[src/rtl/pipe_hazard_ctrl_pkg.sv]
// Shared pipeline definitions for the hazard controller: register-index
// width, occupancy counter width and the controller state encoding.
package pipe_hazard_ctrl_pkg;

   // Width of an architectural register index.
   localparam int REG_IDX_W = 5;

   // Multiply/divide occupancy counter width (holds MD_LAT-1, MD_LAT <= 63).
   localparam int MD_CNT_W = 6;

   // Controller state encoding. ST_ILLEGAL is never entered on purpose; if it
   // is ever observed the controller falls back to ST_RUN on the next edge.
   typedef enum logic [1:0] {
      ST_RUN       = 2'd0,
      ST_MD_BUSY   = 2'd1,
      ST_IMEM_WAIT = 2'd2,
      ST_ILLEGAL   = 2'd3
   } hz_state_t;

   // Load-use hazard: the load in E writes a real register (not r0) that the
   // instruction in D reads on either source port.
   function automatic logic is_load_use(
      input logic                 memread_e,
      input logic [REG_IDX_W-1:0] rt_e,
      input logic [REG_IDX_W-1:0] rs_d,
      input logic [REG_IDX_W-1:0] rt_d
   );
      return memread_e && (rt_e != '0) && ((rt_e == rs_d) || (rt_e == rt_d));
   endfunction

endpackage

[src/rtl/pipe_hazard_ctrl_md_busy_counter.sv]
// Multiply/divide occupancy counter. Loaded when an MD operation starts,
// decremented on every busy cycle, and reports zero on the final busy cycle.
module md_busy_counter
   import pipe_hazard_ctrl_pkg::*;
(
   input  logic                clock,
   input  logic                reset,
   input  logic                load,
   input  logic [MD_CNT_W-1:0] load_val,
   input  logic                dec,
   output logic                zero
);

   logic [MD_CNT_W-1:0] count_q;

   // Load takes precedence; decrement stops at zero so the count never wraps.
   always_ff @(posedge clock or negedge reset) begin
      if (!reset) begin
         count_q <= '0;
      end else if (load) begin
         count_q <= load_val;
      end else if (dec && (count_q != '0)) begin
         count_q <= count_q - 1'b1;
      end
   end

   assign zero = (count_q == '0);

endmodule

[src/rtl/pipe_hazard_ctrl.sv]
// Pipeline hazard controller. Produces fetch/decode stall and flush controls
// for instruction-memory waits, multi-cycle multiply/divide occupancy,
// load-use hazards and taken branches. Controls are combinational from the
// registered state and the current inputs; state, MD counter, redirect flag
// and the stall statistics counter are registered.
//
// Handshake: imem_ready is a level qualifier, not a valid/ready pair. When it
// is low the fetch result is not usable this cycle, so PC is held and a
// bubble is inserted into IF/ID; the controller waits until it rises.
module pipe_hazard_ctrl
   import pipe_hazard_ctrl_pkg::*;
#(
   parameter int MD_LAT = 32
) (
   input  logic                 clock,
   input  logic                 reset,
   input  logic                 imem_ready,
   input  logic                 memread_E,
   input  logic [REG_IDX_W-1:0] rt_E,
   input  logic [REG_IDX_W-1:0] rs_D,
   input  logic [REG_IDX_W-1:0] rt_D,
   input  logic                 branch_taken_D,
   input  logic                 md_start_D,
   output logic                 stall_F,
   output logic                 stall_D,
   output logic                 flush_D,
   output logic                 flush_E,
   output logic                 md_done,
   output logic [1:0]           state,
   output logic [15:0]          stall_cycles
);

   // Counter reload value: MD_LAT busy cycles follow the start cycle.
   localparam logic [MD_CNT_W-1:0] MD_LOAD = MD_CNT_W'(MD_LAT - 1);

   hz_state_t state_q;
   hz_state_t state_nxt;
   logic      redirect_q;
   logic      redirect_nxt;
   logic      md_load;
   logic      md_dec;
   logic      md_zero;
   logic      load_use;

   assign load_use = is_load_use(memread_E, rt_E, rs_D, rt_D);
   assign md_dec   = (state_q == ST_MD_BUSY);
   assign state    = state_q;

   md_busy_counter u_md_cnt (
      .clock    (clock),
      .reset    (reset),
      .load     (md_load),
      .load_val (MD_LOAD),
      .dec      (md_dec),
      .zero     (md_zero)
   );

   // Control outputs and next-state selection from state and current inputs.
   always_comb begin
      stall_F      = 1'b0;
      stall_D      = 1'b0;
      flush_D      = 1'b0;
      flush_E      = 1'b0;
      md_done      = 1'b0;
      md_load      = 1'b0;
      state_nxt    = state_q;
      redirect_nxt = redirect_q;
      case (state_q)
         ST_RUN: begin
            // A redirect latched during a fetch wait is consumed here.
            redirect_nxt = 1'b0;
            if (!imem_ready) begin
               stall_F   = 1'b1;
               flush_D   = 1'b1;
               state_nxt = ST_IMEM_WAIT;
            end else if (md_start_D) begin
               stall_F   = 1'b1;
               stall_D   = 1'b1;
               flush_E   = 1'b1;
               md_load   = 1'b1;
               state_nxt = ST_MD_BUSY;
            end else if (load_use) begin
               // Branch in D is not latched; D re-presents it next cycle.
               stall_F = 1'b1;
               stall_D = 1'b1;
               flush_E = 1'b1;
            end else if (branch_taken_D) begin
               flush_D = 1'b1;
            end
            if (redirect_q) begin
               flush_D = 1'b1;
            end
         end
         ST_MD_BUSY: begin
            stall_F = 1'b1;
            stall_D = 1'b1;
            flush_E = 1'b1;
            if (md_zero) begin
               md_done   = 1'b1;
               state_nxt = ST_RUN;
            end
         end
         ST_IMEM_WAIT: begin
            stall_F = 1'b1;
            flush_D = 1'b1;
            if (branch_taken_D) begin
               redirect_nxt = 1'b1;
            end
            if (imem_ready) begin
               state_nxt = ST_RUN;
            end
         end
         default: begin
            state_nxt = ST_RUN;
         end
      endcase
   end

   // Controller state and pending-redirect flag.
   always_ff @(posedge clock or negedge reset) begin
      if (!reset) begin
         state_q    <= ST_RUN;
         redirect_q <= 1'b0;
      end else begin
         state_q    <= state_nxt;
         redirect_q <= redirect_nxt;
      end
   end

   // Saturating count of cycles in which fetch is held.
   always_ff @(posedge clock or negedge reset) begin
      if (!reset) begin
         stall_cycles <= '0;
      end else if (stall_F && (stall_cycles != 16'hFFFF)) begin
         stall_cycles <= stall_cycles + 16'd1;
      end
   end

endmodule
[config.mk]
export PLATFORM = sky130hd
export DESIGN_NAME = pipe_hazard_ctrl
export DESIGN_NICKNAME = d
export VERILOG_FILES = /design/src/rtl/pipe_hazard_ctrl_pkg.sv /design/src/rtl/pipe_hazard_ctrl_md_busy_counter.sv /design/src/rtl/pipe_hazard_ctrl.sv
export SDC_FILE = /design/constraint.sdc
export NUM_CORES = 1
export LEC_CHECK = 0
export BUFFER_PORTS_ARGS = -buffer_cell sky130_fd_sc_hd__buf_2
export CAP_MARGIN = 15
export CELL_PAD_IN_SITES_DETAIL_PLACEMENT = 1
export CELL_PAD_IN_SITES_GLOBAL_PLACEMENT = 1
export CORE_MARGIN = 2
export CORE_UTILIZATION = 37
export CTS_BUF_LIST = sky130_fd_sc_hd__clkbuf_2 sky130_fd_sc_hd__clkbuf_4 sky130_fd_sc_hd__clkbuf_8
export CTS_CLUSTER_DIAMETER = 40
export DETAILED_ROUTE_END_ITERATION = 7
export GPL_TIMING_DRIVEN = 1
export HOLD_SLACK_MARGIN = 0.12
export PLACE_DENSITY_LB_ADDON = 0.1
export SYNTH_ARGS = -nofsm -noshare
export SYNTH_HDL_FRONTEND = slang
export SYNTH_SLANG_ARGS = --single-unit
[constraint.sdc]
create_clock -name clock -period 1.99 [get_ports clock]
set_input_delay 0.2985 -clock clock [delete_from_list [all_inputs] [get_ports clock]]
set_output_delay 0.2985 -clock clock [all_outputs]
set_load 0.05 [all_outputs]
Yosys cells after proc, flatten, opt, wreduce, memory -nomap -nowiden:

Cells that the tools add are included.
Widths: inputs -> output; s select.

* add/sub/neg operators: 2
* equality and inequality tests: 9
* mux-type cells: 26
* reductions and logical operators: 14

Operator list (number)
* $add 16x1->16 const B: 1
* $ne 16x16->1 const B: 1
* $mux 1: 15
* $mux 6: 2
* $eq 5x5->1: 2
* $mux 2: 4
* $pmux 1 s2: 4
* $logic_not 6->1: 1
* $ne 2x2->1 const B: 3
* $pmux 2 s3: 1
* $reduce_bool 6->1: 1
* $sub 6x1->6 const B: 1
* $reduce_bool 5->1: 1
* $logic_and 1x1->1: 4
* $reduce_bool 2->1: 2
* $ne 3x3->1 const B: 1
* $reduce_and 3->1: 1
* $eq 2x1->1 const B: 1
* $eq 2x2->1 const B: 1
* $logic_not 2->1: 1
* $reduce_and 2->1: 1
* $reduce_or 2->1: 1
* $logic_or 1x1->1: 1

* flip-flop bits (word level): 25
* input port bits: 21
* output and inout port bits: 23
* word-level logic and storage cells: 55

Longest topological paths before layout:

* depth in word-level cells: 8
* gate-level depth with buffers: 8
* mapped depth without buffers: 7

Hierarchy:

From an unflattened synthesis, not the netlist that was laid out.

* cell total of the unflattened synthesis: 176
* area, all modules: 1622.8 sq um

By module, submodules not included
* pipe_hazard_ctrl: instances 1, cells each 132, area an instance 1227.4 sq um, seq. area each 475.5 sq um
* md_busy_counter: instances 1, cells each 44, area an instance 395.4 sq um, seq. area each 150.1 sq um

Worst setup path after synthesis:

Ideal clock, no wire load.

* kind: reg-to-output
* start point: register state_q[0], in the netlist state[0]
* end point: output stall_D
* arrival: 2.611 ns
* required time: 1.691 ns
* setup slack: -0.919 ns
* cell stages (with the launch flop): 6
* buffers on the path: 1
* path through: dfrtp_1 -> inv_1 -> ha_1 -> nand2_1 -> o21ai_0 -> buf_4

* word-level cells in the longest chain between the ends: 2
* elaborated cells on any way between the ends: 3
* those cells by class: 1 x eq/ne; 1 x mux; 1 x reduce/logical

Ends and longest elaborated chain
* from (decl): line pipe_hazard_ctrl.sv:36 `hz_state_t state_q;`
* from (signal assigned): line pipe_hazard_ctrl.sv:125 `state_q <= state_nxt;`
* $eq 2x1->1 / $logic_not 2->1 (equally long branches)
* $pmux 1 s2 *
* to (decl): line pipe_hazard_ctrl.sv:25 `output logic stall_D,`

Every way passes the cells marked *; elsewhere a longest branch is shown, timed or not.

Worst setup path after layout:

* start point: register state_q[0], in the netlist state[0]
* end point: output stall_F

* word-level cells in the longest chain between the ends: 3
* elaborated cells on any way between the ends: 5
* those cells by class: 2 x eq/ne; 1 x mux; 2 x reduce/logical

Ends and longest elaborated chain
* $eq 2x2->1 / $eq 2x1->1 (equally long branches): line pipe_hazard_ctrl.sv:68 `case (state_q)`
* $reduce_or 2->1 (no line)
* $pmux 1 s2 *: line pipe_hazard_ctrl.sv:68
* to (decl): line pipe_hazard_ctrl.sv:24 `output logic stall_F,`

Marks and branches as above.

==> metrics.txt <==
status complete, no violations; DR vias approximately 1.4k; Final min period 1.98 ns; GRT Util Overall 17.4%; io pins 44; Nets about 250; post-synthesis compound-gate area fraction approximately 7.5%; VDD IR max 0.782 mV; worst reg-to-reg setup slack 0.02 ns; number of buffers created by CTS 3; drt first-iter violations 29; Pins Over Slew Limit 0; DP Area 1940 um^2; Pleak 1.07 nW; Max Cap Viol 0; highest metal used met4; main combinational cell family by area after synthesis simple AND/OR/NAND/NOR gates; largest net degree at the start of global routing 26; critical path type reg -> out; post-synthesis simple-gate area fraction between 20% and 30%; share of layout cells above drive strength 1 between 50% and 60%; skew final roughly 0.0054 ns; Synth cell types 38; Tcrit/Tclk final 99.7%; Mapped Cells 156; Routed Antenna Nets 0; Adder-Cell Fraction of Synth Area 5.43%; die height 70.0 um; most frequent cells in the layout 37 x buf_2, 25 x xor2_1, 18 x buf_4, 17 x dfrtp_1, 11 x nand2_1; Core Region 4260 um^2; net count after synthesis around 180; Final setup viols 0; measured slew at the worst slew-check pin 0.594 ns; Metal-1 WL 1860 um; Post-DP HPWL around 3000 um; final instance area 2220 um^2; Die ar. between 4000 and 5000 um^2; Final TNS setup 0 ns; pwr/cell area between 1000 and 1500 nW/um^2; gr ovfl total 0; n_diodes 0; vias per inst 5.05; Port-buffer cells 43; number of synthesized register bits 25; worst hold path class in -> reg; part of the Yosys area used for sequential elements 38.8%; Detailed Route WL around 4300 um; crit path DAT between 1.5 and 2 ns; initial antenna violation count 0; # rows 24; Setup crit start kind register; register clock-pin slew on the reported worst setup and hold paths 0.09 ns; First-pass DRT Iterations 4; Worst Path Required 1.69 ns; Worst-Skew Late Latency 0.27 ns; GPL Wtd Cong between 0.8 and 0.9; RSZ-0062 raised after global routing true; mapped cell area 1610 um^2; die span in x 70.0 um; clock buffer depth 2; crit-path max FO 3; CTS H-tree lvls 1; Worst slew margin 60.4%; synth warn 0; Layout Utilization 52.0%; maximum clock rate 504 MHz; mux share of post-synthesis cell area 0.698%; mean post-synth cell area 10.3 um^2; met3 wire len approximately 120 um; routed len/inst around 16 um; WL met2 2250 um; first-pass GRT wire length 6890 um; endpoints failing hold 0; commonest non-fill, non-tap cell in the layout buf_2; drc violations 0; CP endpoint kind output pin; root buf cell clkbuf_8; vias in the first global route ~1.5k; P&R area growth vs syn 37.4%; Synth Area in XOR/XNOR approximately 15%; fin cells 271; clk sink count 25; CTS tree built; Placed Cells incl. Taps 254; Initial Utilization 37.9%
==> through the flow <==
step	total power [mW]	worst slack (ns)	hold slack, ns
after detailed placement	2.59	-0.141	0.348
after global routing	3.46	-0.0782	0.281
final	3.26	0.00554	0.299
after CTS	3.17	-0.0263	0.279
after global placement	2.52	-0.101	0.330
after floorplan	2.20	-0.00715	0.00291
==> cell type report <==
type	count	area, um^2
Clock buffer	4	48.8
Tap cell	52	65.1
Multi-Input combinational cell	117	993
Inverter	9	42.5
Fill cell	500	2050
Sequential cell	25	636
Timing Repair Buffer	64	433
==> power breakdown <==
part           internal [mW]  switching, mW  leakage [nW]
sequential             0.655          0.168         0.300
combinational          0.804           1.31         0.741
clock                  0.157          0.163        0.0262
==> cell usage after synthesis, drive strengths merged <==
library cell | number | share of area [%]
dfrtp | 25 | 39
xor2 | 25 | 14
nand2 | 11 | 2.6
nor3 | 11 | 6.6
nor2 | 10 | 2.3
inv | 9 | 2.1
a21oi | 7 | 2.2
ha | 7 | 5.4
and3 | 6 | 2.3
nand3 | 6 | 1.9
buf | 5 | 4.0
nor4 | 3 | 2.5
nor4b | 3 | 2.8
o21ai | 3 | 1.2
xnor2 | 3 | 1.6
a22oi | 2 | 0.93
and2 | 2 | 0.78
and4 | 2 | 1.1
nand4 | 2 | 0.78
o211ai | 2 | 0.93
o22ai | 2 | 0.78
o31ai | 2 | 0.93
clkbuf | 1 | 0.23
mux2 | 1 | 0.70
nand2b | 1 | 0.39
nand3b | 1 | 0.47
nor2b | 1 | 0.39
nor3b | 1 | 0.78
o32a | 1 | 0.62
or4 | 1 | 0.47
==> worst paths after layout <==
kind                                   from          endpoint  cells past startpoint
setup / recovery                   state[0]           stall_F                      6
hold / removal                   imem_ready          state[1]                      2
min in group asynchronous             reset        redirect_q                      2
hold reg to reg            stall_cycles[10]  stall_cycles[10]                      1
max in group asynchronous             reset   stall_cycles[1]                      2
setup reg to reg                   state[0]   stall_cycles[1]                      7
==> flip-flops by register name, summed over array words and instances (netlist names) <==
register,flops
state,2
u_md_cnt.count_q,6
redirect_q,1
stall_cycles,16
==> metal layers <==
| metal | vias to the layer above | global-route usage (%) |
|---|---|---|
| li1 | 665 | - |
| met1 | 670 | 22.5 |
| met2 | 30 | 31.1 |
| met3 | 4 | 3.17 |
| met4 | 0 | 1.92 |
| met5 | - | 0 |
==> cells by family after synthesis <==
| kind of cell | after synthesis |
|---|---|
| compound gates | 19 |
| xor+xnor | 28 |
| fa+ha+maj | 7 |
| buf+inv | 15 |
| flops | 25 |
| mux | 1 |
| simple gates | 61 |
==> timing repair <==
item                       CTS  global route
cloned                       0             1
setup endpoints to repair    6            14
gates resized for setup     13            16
setup buffers                4             7
hold endpoints to repair    25             0
pin swaps                    6             8
hold buffers                 1             0
==> worst max-delay path: stages, from the launching register on <==
cell and delay (ns):
dfrtp_2 0.46, inv_4 0.08, ha_4 0.19, a21oi_2 0.11, o32a_1 0.27, clkinvlp_4 0.14, buf_8 0.16
No activity file was read; power rests on OpenSTA's default activity.
